==> config.mk <==
export PLATFORM = sky130hd
export DESIGN_NAME = cpu_sequencer
export DESIGN_NICKNAME = d
export VERILOG_FILES = /design/src/rtl/nic8_pkg.sv /design/src/rtl/sat_counter.sv /design/src/rtl/cpu_sequencer.sv
export SDC_FILE = /design/constraint.sdc
export NUM_CORES = 1
export LEC_CHECK = 0
export ABC_AREA = 1
export CORE_MARGIN = 4
export CORE_UTILIZATION = 40
export CTS_CLUSTER_DIAMETER = 120
export DETAILED_ROUTE_END_ITERATION = 7
export DONT_BUFFER_PORTS = 1
export PLACE_DENSITY_LB_ADDON = 0.15
export SYNTH_ARGS = -nofsm -noshare
export SYNTH_HDL_FRONTEND = slang
export SYNTH_HIERARCHICAL = 1
export SYNTH_SLANG_ARGS = --single-unit
export TNS_END_PERCENT = 10
==> constraint.sdc <==
create_clock -name clk -period 3.1 [get_ports clk]
set_input_delay 0.62 -clock clk [delete_from_list [all_inputs] [get_ports clk]]
set_output_delay 0.62 -clock clk [all_outputs]
set_load 0.03 [all_outputs]
==> src/rtl/nic8_pkg.sv <==
// Shared encodings for the nic8 run/halt/step sequencer: FSM states and halt causes.
package nic8_pkg;

    typedef enum logic [1:0] {
        ST_HALT = 2'd0,
        ST_RUN  = 2'd1,
        ST_STEP = 2'd2
    } seq_state_t;

    typedef enum logic [1:0] {
        CAUSE_NONE  = 2'd0,
        CAUSE_USER  = 2'd1,
        CAUSE_BREAK = 2'd2,
        CAUSE_SPIN  = 2'd3
    } halt_cause_t;

endpackage

==> src/rtl/sat_counter.sv <==
// Saturating up-counter: advances on inc, sticks at all-ones, cleared by reset.
module sat_counter #(
    parameter int W = 16
) (
    input  logic         clk,
    input  logic         reset,
    input  logic         inc,
    output logic [W-1:0] count
);

    function automatic logic [W-1:0] sat_inc(input logic [W-1:0] v);
        return (&v) ? v : v + W'(1);
    endfunction

    always_ff @(posedge clk) begin
        if (reset) begin
            count <= '0;
        end else if (inc) begin
            count <= sat_inc(count);
        end
    end

endmodule

==> src/rtl/cpu_sequencer.sv <==
// Run/halt/single-step controller for the nic8 core: gates the datapath clock-enable,
// stops on PC breakpoints and jump-to-self spin loops, and counts retired instructions.
module cpu_sequencer
    import nic8_pkg::*;
#(
    parameter int COUNT_W = 16
) (
    input  logic               clk,
    input  logic               reset,
    input  logic               run_req,
    input  logic               halt_req,
    input  logic               step_req,
    input  logic               bp_enable,
    input  logic [7:0]         bp_addr,
    input  logic [7:0]         pc,
    input  logic               jump_taken,
    output logic               cpu_enable,
    output logic               halted,
    output logic [1:0]         halt_cause,
    output logic [COUNT_W-1:0] instr_count
);

    seq_state_t  state;
    halt_cause_t cause;
    logic        skip_bp;
    logic        spin_armed;
    logic [7:0]  last_pc;

    logic        stop;
    halt_cause_t stop_cause;

    // Same-cycle decision: the datapath samples cpu_enable on the edge that ends this cycle.
    always_comb begin
        cpu_enable = 1'b0;
        stop       = 1'b0;
        stop_cause = CAUSE_NONE;
        case (state)
            ST_RUN: begin
                if (halt_req) begin
                    stop       = 1'b1;
                    stop_cause = CAUSE_USER;
                end else if (spin_armed && (pc == last_pc)) begin
                    stop       = 1'b1;
                    stop_cause = CAUSE_SPIN;
                end else if (bp_enable && (pc == bp_addr) && !skip_bp) begin
                    stop       = 1'b1;
                    stop_cause = CAUSE_BREAK;
                end else begin
                    cpu_enable = 1'b1;
                end
            end
            ST_STEP: begin
                stop = 1'b1;
                if (halt_req) begin
                    stop_cause = CAUSE_USER;
                end else begin
                    cpu_enable = 1'b1;
                end
            end
            default: ;
        endcase
        if (reset) begin
            cpu_enable = 1'b0;
        end
    end

    always_ff @(posedge clk) begin
        if (reset) begin
            state      <= ST_HALT;
            cause      <= CAUSE_NONE;
            skip_bp    <= 1'b0;
            spin_armed <= 1'b0;
        end else begin
            case (state)
                ST_HALT: begin
                    if (step_req) begin
                        state   <= ST_STEP;
                        cause   <= CAUSE_NONE;
                        skip_bp <= 1'b1;
                    end else if (run_req) begin
                        state   <= ST_RUN;
                        cause   <= CAUSE_NONE;
                        skip_bp <= 1'b1;
                    end
                end
                ST_RUN, ST_STEP: begin
                    if (stop) begin
                        state <= ST_HALT;
                        cause <= stop_cause;
                    end
                end
                default: state <= ST_HALT;
            endcase
            // The breakpoint exemption covers only the first instruction after leaving HALT.
            if (cpu_enable) begin
                spin_armed <= jump_taken;
                if (state == ST_RUN) begin
                    skip_bp <= 1'b0;
                end
            end else begin
                spin_armed <= 1'b0;
            end
        end
    end

    // last_pc is only meaningful while spin_armed is set, so it needs no reset.
    always_ff @(posedge clk) begin
        if (cpu_enable) begin
            last_pc <= pc;
        end
    end

    sat_counter #(.W(COUNT_W)) u_count (
        .clk   (clk),
        .reset (reset),
        .inc   (cpu_enable),
        .count (instr_count)
    );

    assign halted     = (state == ST_HALT);
    assign halt_cause = cause;

endmodule

* Word-level counts from Yosys, hierarchy flattened *
Index checks and enable logic that the tools add are counted.

word-level totals
  register bits = 30
  latch bits = 0
  bits in writable memories = 0
  ROM bits = 0
  input bits = 23
  output and inout bits = 20
  memories kept = 0

operators by class
  $add $sub $neg = 1
  $mul = 0
  div/mod/pow operators = 0
  $lt $le $gt $ge = 0
  equal/unequal tests = 6
  shift-type cells = 0
  mux-type cells = 28
  bitwise gates (word level) = 2
  reduce and logical (&&, ||, !) cells = 12

operators with widths
  operator                                              number
  2-to-1 mux 2 bit                                      9
  adder 16 x 1 -> 16 bit (second input constant)        1
  equality test 8 bit                                   2
  AND reduction 16 bit                                  1
  2-to-1 mux 1 bit                                      14
  one-hot mux 2 bit (2 select lines)                    3
  one-hot mux 1 bit (2 select lines)                    2
  AND reduction 2 bit                                   2
  OR reduction 2 bit                                    2
  logical AND 1 bit                                     3
  != test 3 bit (second input constant)                 1
  AND reduction 3 bit                                   1
  equality test 2 x 1 -> 1 bit (second input constant)  1
  equality test 2 bit (second input constant)           1
  logical NOT 2 bit                                     1
  != test 2 bit (second input constant)                 1
  NOT 1 bit                                             2
  nonzero test 2 bit                                    1
  logical NOT 1 bit                                     1

* Depth between registers and ports, before layout *
  word-level depth = 10
  mapped depth = 17

* Cells and area by module *
Netlist, hierarchy kept.

by module, submodules not included
  module         instances  cells each  area each (um^2)  sequential area each (um^2)
  sat_counter    1          148         989.7             320.3
  cpu_sequencer  1          147         970.9             360.3

* Worst setup path after synthesis *
Ideal clock, no wire load.

  path kind = input-to-reg
  start point = input pc[4]
  end point = register u_count.count[14]
  arrival time = 2.542 ns
  setup slack = 0.443 ns
  stages on the path = 15
  path buffers = 0
  cell sequence = inv_1 -> or2_1 -> and3_1 -> nand3_1 -> o21ai_1 -> o32ai_1 -> nand2_1 -> inv_1 -> inv_2 -> nor2_2 -> nand2_1 -> nor2_1 -> nand3_1 -> nand2_1 -> nor2_1

on the way
  longest elaborated chain between the ends = 9

RTL lines
  item                                    RTL line             RTL
  start, declared                         cpu_sequencer.sv:15  input logic [7:0] pc,
  equality test 8 bit                     cpu_sequencer.sv:45  end else if (bp_enable && (pc == bp_addr) && !skip_bp) begin
  logical AND 1 bit (2 in series)         cpu_sequencer.sv:45
  2-to-1 mux 1 bit                        cpu_sequencer.sv:45
  2-to-1 mux 1 bit (*)                    cpu_sequencer.sv:42  end else if (spin_armed && (pc == last_pc)) begin
  2-to-1 mux 1 bit (*)                    cpu_sequencer.sv:39  if (halt_req) begin
  one-hot mux 1 bit (2 select lines) (*)  cpu_sequencer.sv:37  case (state)
  2-to-1 mux 1 bit (*)                    cpu_sequencer.sv:62  if (reset) begin
  via cpu_enable                          cpu_sequencer.sv:17  output logic cpu_enable,
  AND reduction 2 bit (no line) (*)       --
  end signal, assigned                    sat_counter.sv:19    count <= sat_inc(count);
  end, declared                           sat_counter.sv:8     output logic [W-1:0] count

Mark *: on every way through the listed nets, which the timed path passes. The rest lies on a longest branch.
A chain may end at the register's enable or synchronous reset.

* Worst setup path after layout *
  start point = register state[0]
  end point = output cpu_enable

on the way
  longest elaborated chain between the ends = 3

RTL lines
  item                                                                 RTL line             RTL
  start, declared                                                      cpu_sequencer.sv:23  seq_state_t state;
  start signal, assigned                                               cpu_sequencer.sv:69  state <= ST_HALT;
  start signal, assigned                                               cpu_sequencer.sv:77  state <= ST_STEP;
  start signal, assigned                                               cpu_sequencer.sv:81  state <= ST_RUN;
  equality test 2 bit or equality test 2 x 1 -> 1 bit (tied branches)  cpu_sequencer.sv:37
  one-hot mux 1 bit (2 select lines) (*)                               cpu_sequencer.sv:37
  2-to-1 mux 1 bit (*)                                                 cpu_sequencer.sv:62
  end, declared                                                        cpu_sequencer.sv:17

Mark *: on every way between the ends. The rest lies on a longest branch, timed or not.

==> out/results.txt <==
Mapped Nets = 322
Final hold vios = 0
Post-Synth Adder-Cell Area = 2.553%
# fillers = 505
Clock skew = 0.01050 ns
Syn avg cell area = 6.646 um2
Fin Setup TNS = 0 ns
CTS root buf = clkbuf_8
WP buf/inv = 4
WP depth = 7
Post-Synth XOR/XNOR Area = 1.787%
# rows = 25
Worst hold path depth = 1
CTS resizes = 0
Unrepaired setup endpoints after global routing = false
Total power = 0.001101 W
Synth Area in Simple Gates = 43.01%
Number of nets in the layout = 329
# port buffers = 0
I/O pin cnt = 43
Die width = 78.01 um
Worst path top cell family by delay = buffers and inverters
First-pass GRT wire length = 7624 um
Syn Inst Count = 295
Via count = 1742
Largest net degree at the start of global routing = 15
Initial DRC count = 56
Core area = 0.004723 mm2
Critical path's largest stage delay = 0.37 ns
Sequential area share after synthesis = 34.72%
Detailed Routing Iterations Pass 1 = 4
Area occupied by multi-input gates = 0.001085 mm2
TritonCTS clock tree = built
Crit path DAT = 1.86 ns
TritonCTS buffer count = 5
Vias in the first global route = 1680
Antenna violations before repair = 0
Mux cell area share after synthesis = 0%
Total congestion overflow = 0
Crit share post-route = 80.02%
CP Launch Point = state[0]
Post-CTS Repair Setup Buffers = 0
Post-DRT Antenna Nets = 0
Most frequent CP cell = inv_1
Yosys reg bits = 30
Htree depth = 2
Drt drc = 0
Worst-skew pair later-pin latency = 0.28 ns
Slew HR = 65.14%
Hpwl dp = 3577 um
Worst Path Max Fanout = 4
FF-to-FF path depth = 13
Routed wire per std cell = 12.12 um
Die Ht = 78.01 um
Hold Startpoint = reset
Hold-fix buffers, CTS = 0
Pleak = 0.9727 nW
Worst-path clk slew = 0.07 ns
Fin. max-slew vios = 0
Nature of the critical path endpoint = output port
Highest clock rate = 403.1 MHz
Status = finished clean
Crit path max-delay cell type = dfxtp_1
Max-Cap Viols = 0
Layout cells sized above 1 = 11.88%
# clock sinks = 30
Final min period = 2.481 ns
Least-Margin Pin Slew = 0.5222 ns
Tot GR Track Use = 15.44%
Synth warn = 6
Die Area = 0.006086 mm2
Category of the most critical setup path = flop to output port
Crit path cell chain = inv_1, ha_1, inv_1, o32ai_1, nand2_1, inv_1, buf_4
RR Startpoint = state[0]
CP Launch Type = flop
Largest family of logic cells by synthesized area = simple AND/OR/NAND/NOR gates
GP Congestion = 0.8345
Power per cell area = 519.5 mW/mm2
Req. time, crit path = 2.48 ns
Area Overhead vs Synth = 8.105%
Final setup viols = 0
Distinct cells, synth = 30
Antenna cells = 0
Cell Area, Synth = 0.001961 mm2
Sequential cell area = 680.7 um2
HP Class = input pin to flop
Initial Util = 41.51%
Routed WL = 4483 um
Via/cell ratio = 4.708
Clk buf depth = 2
Maximum vdd ir drop = 259.6 uV
Synth Area in Compound Gates = 7.977%
-- cells in the final DEF (no fill, tap or decap), drive strengths merged --
| cell | Yosys | layout |
|---|---|---|
| buf | 2 | 2 |
| edfxtp | 8 | 8 |
| o32ai | 1 | 1 |
| ha | 4 | 4 |
| dfxtp | 22 | 22 |
| nand2 | 92 | 92 |
| xnor2 | 3 | 3 |
| o21ai | 8 | 8 |
| nand3 | 24 | 24 |
| nand4 | 4 | 4 |
| nor2 | 57 | 57 |
| xor2 | 1 | 1 |
| clkinv | 0 | 2 |
| clkbuf | 0 | 6 |
| a21oi | 17 | 17 |
| nor3 | 1 | 1 |
| or2 | 1 | 1 |
| and3 | 1 | 1 |
| inv | 46 | 46 |
| nand3b | 2 | 2 |
| a21boi | 1 | 1 |
-- report_power, final --
| group | internal [W] | leakage [nW] | total (W) | switching, W |
|---|---|---|---|---|
| combinational | 0.000109 | 0.677 | 0.000325 | 0.000216 |
| sequential | 0.000436 | 0.250 | 0.000473 | 0.0000371 |
| clock | 0.000155 | 0.0450 | 0.000303 | 0.000148 |
| total | 0.000700 | 0.973 | 0.00110 | 0.000401 |
-- path summary, 6_finish.rpt --
kind | slack, ns | end
worst max register to register | 0.88 | u_count/count[14]
worst min-delay path | 0.41 | state[1]
worst max-delay path | 0.62 | cpu_enable
worst min register to register | 0.49 | state[1]
-- cells in the mapped netlist, drive strengths merged --
cell	number	share of area, %
a21boi	1	0.57
a21oi	17	4.7
and3	1	0.32
buf	2	1.1
dfxtp	22	22
edfxtp	8	12
ha	4	2.6
inv	46	8.8
nand2	92	19
nand3	24	6.4
nand3b	2	0.77
nand4	4	2.0
nor2	57	14
nor3	1	0.26
o21ai	8	2.2
o32ai	1	0.45
or2	1	0.32
xnor2	3	1.3
xor2	1	0.45
-- state kept, by name, summed over array words and instances, names as in the netlist --
register       cells
halt_cause         2
last_pc            8
skip_bp            1
spin_armed         1
state              2
u_count/count     16
-- layer usage --
metal	GRT usage (%)	vias to the layer above	routed length, um
met5	0	-	0
met4	4.196	0	33
met3	3.899	4	249
met2	28.25	27	2248
met1	17.75	775	1952
li1	-	936	-
-- metrics by stage --
stage / setup WS [ns] / hold WS, ns / instance area [um2] / utilization (%) / std cells
after CTS: 0.5926 / 0.3951 / 2120 / 44.87 / 370
after floorplan: 0.4427 / 0.4497 / 1961 / - / 295
after detailed placement: 0.6728 / 0.4771 / 2037 / 43.13 / 362
after global placement: 0.7200 / 0.4800 / 2037 / 43.13 / 362
after global routing: 0.4721 / 0.3930 / 2120 / 44.87 / 370
final: 0.6193 / 0.4077 / 2120 / 44.87 / 370
-- cell families (layout without fill, tap and decap cells) --
group,count (synthesis),in the layout
simple gates,182,182
fa+ha+maj,4,4
compound gates,27,27
flops,30,30
xor+xnor,4,4
buf+inv,48,56
-- layout make-up --
cell class	count	share of cell area (%)
tap	67	3.955
clock buffer	6	3.424
sequential	30	32.11
inverter	46	8.146
timing repair buffer	2	0.7084
clock inverter	2	0.4723
multi-input combinational	217	51.18
(Power assumes the default switching activity.)
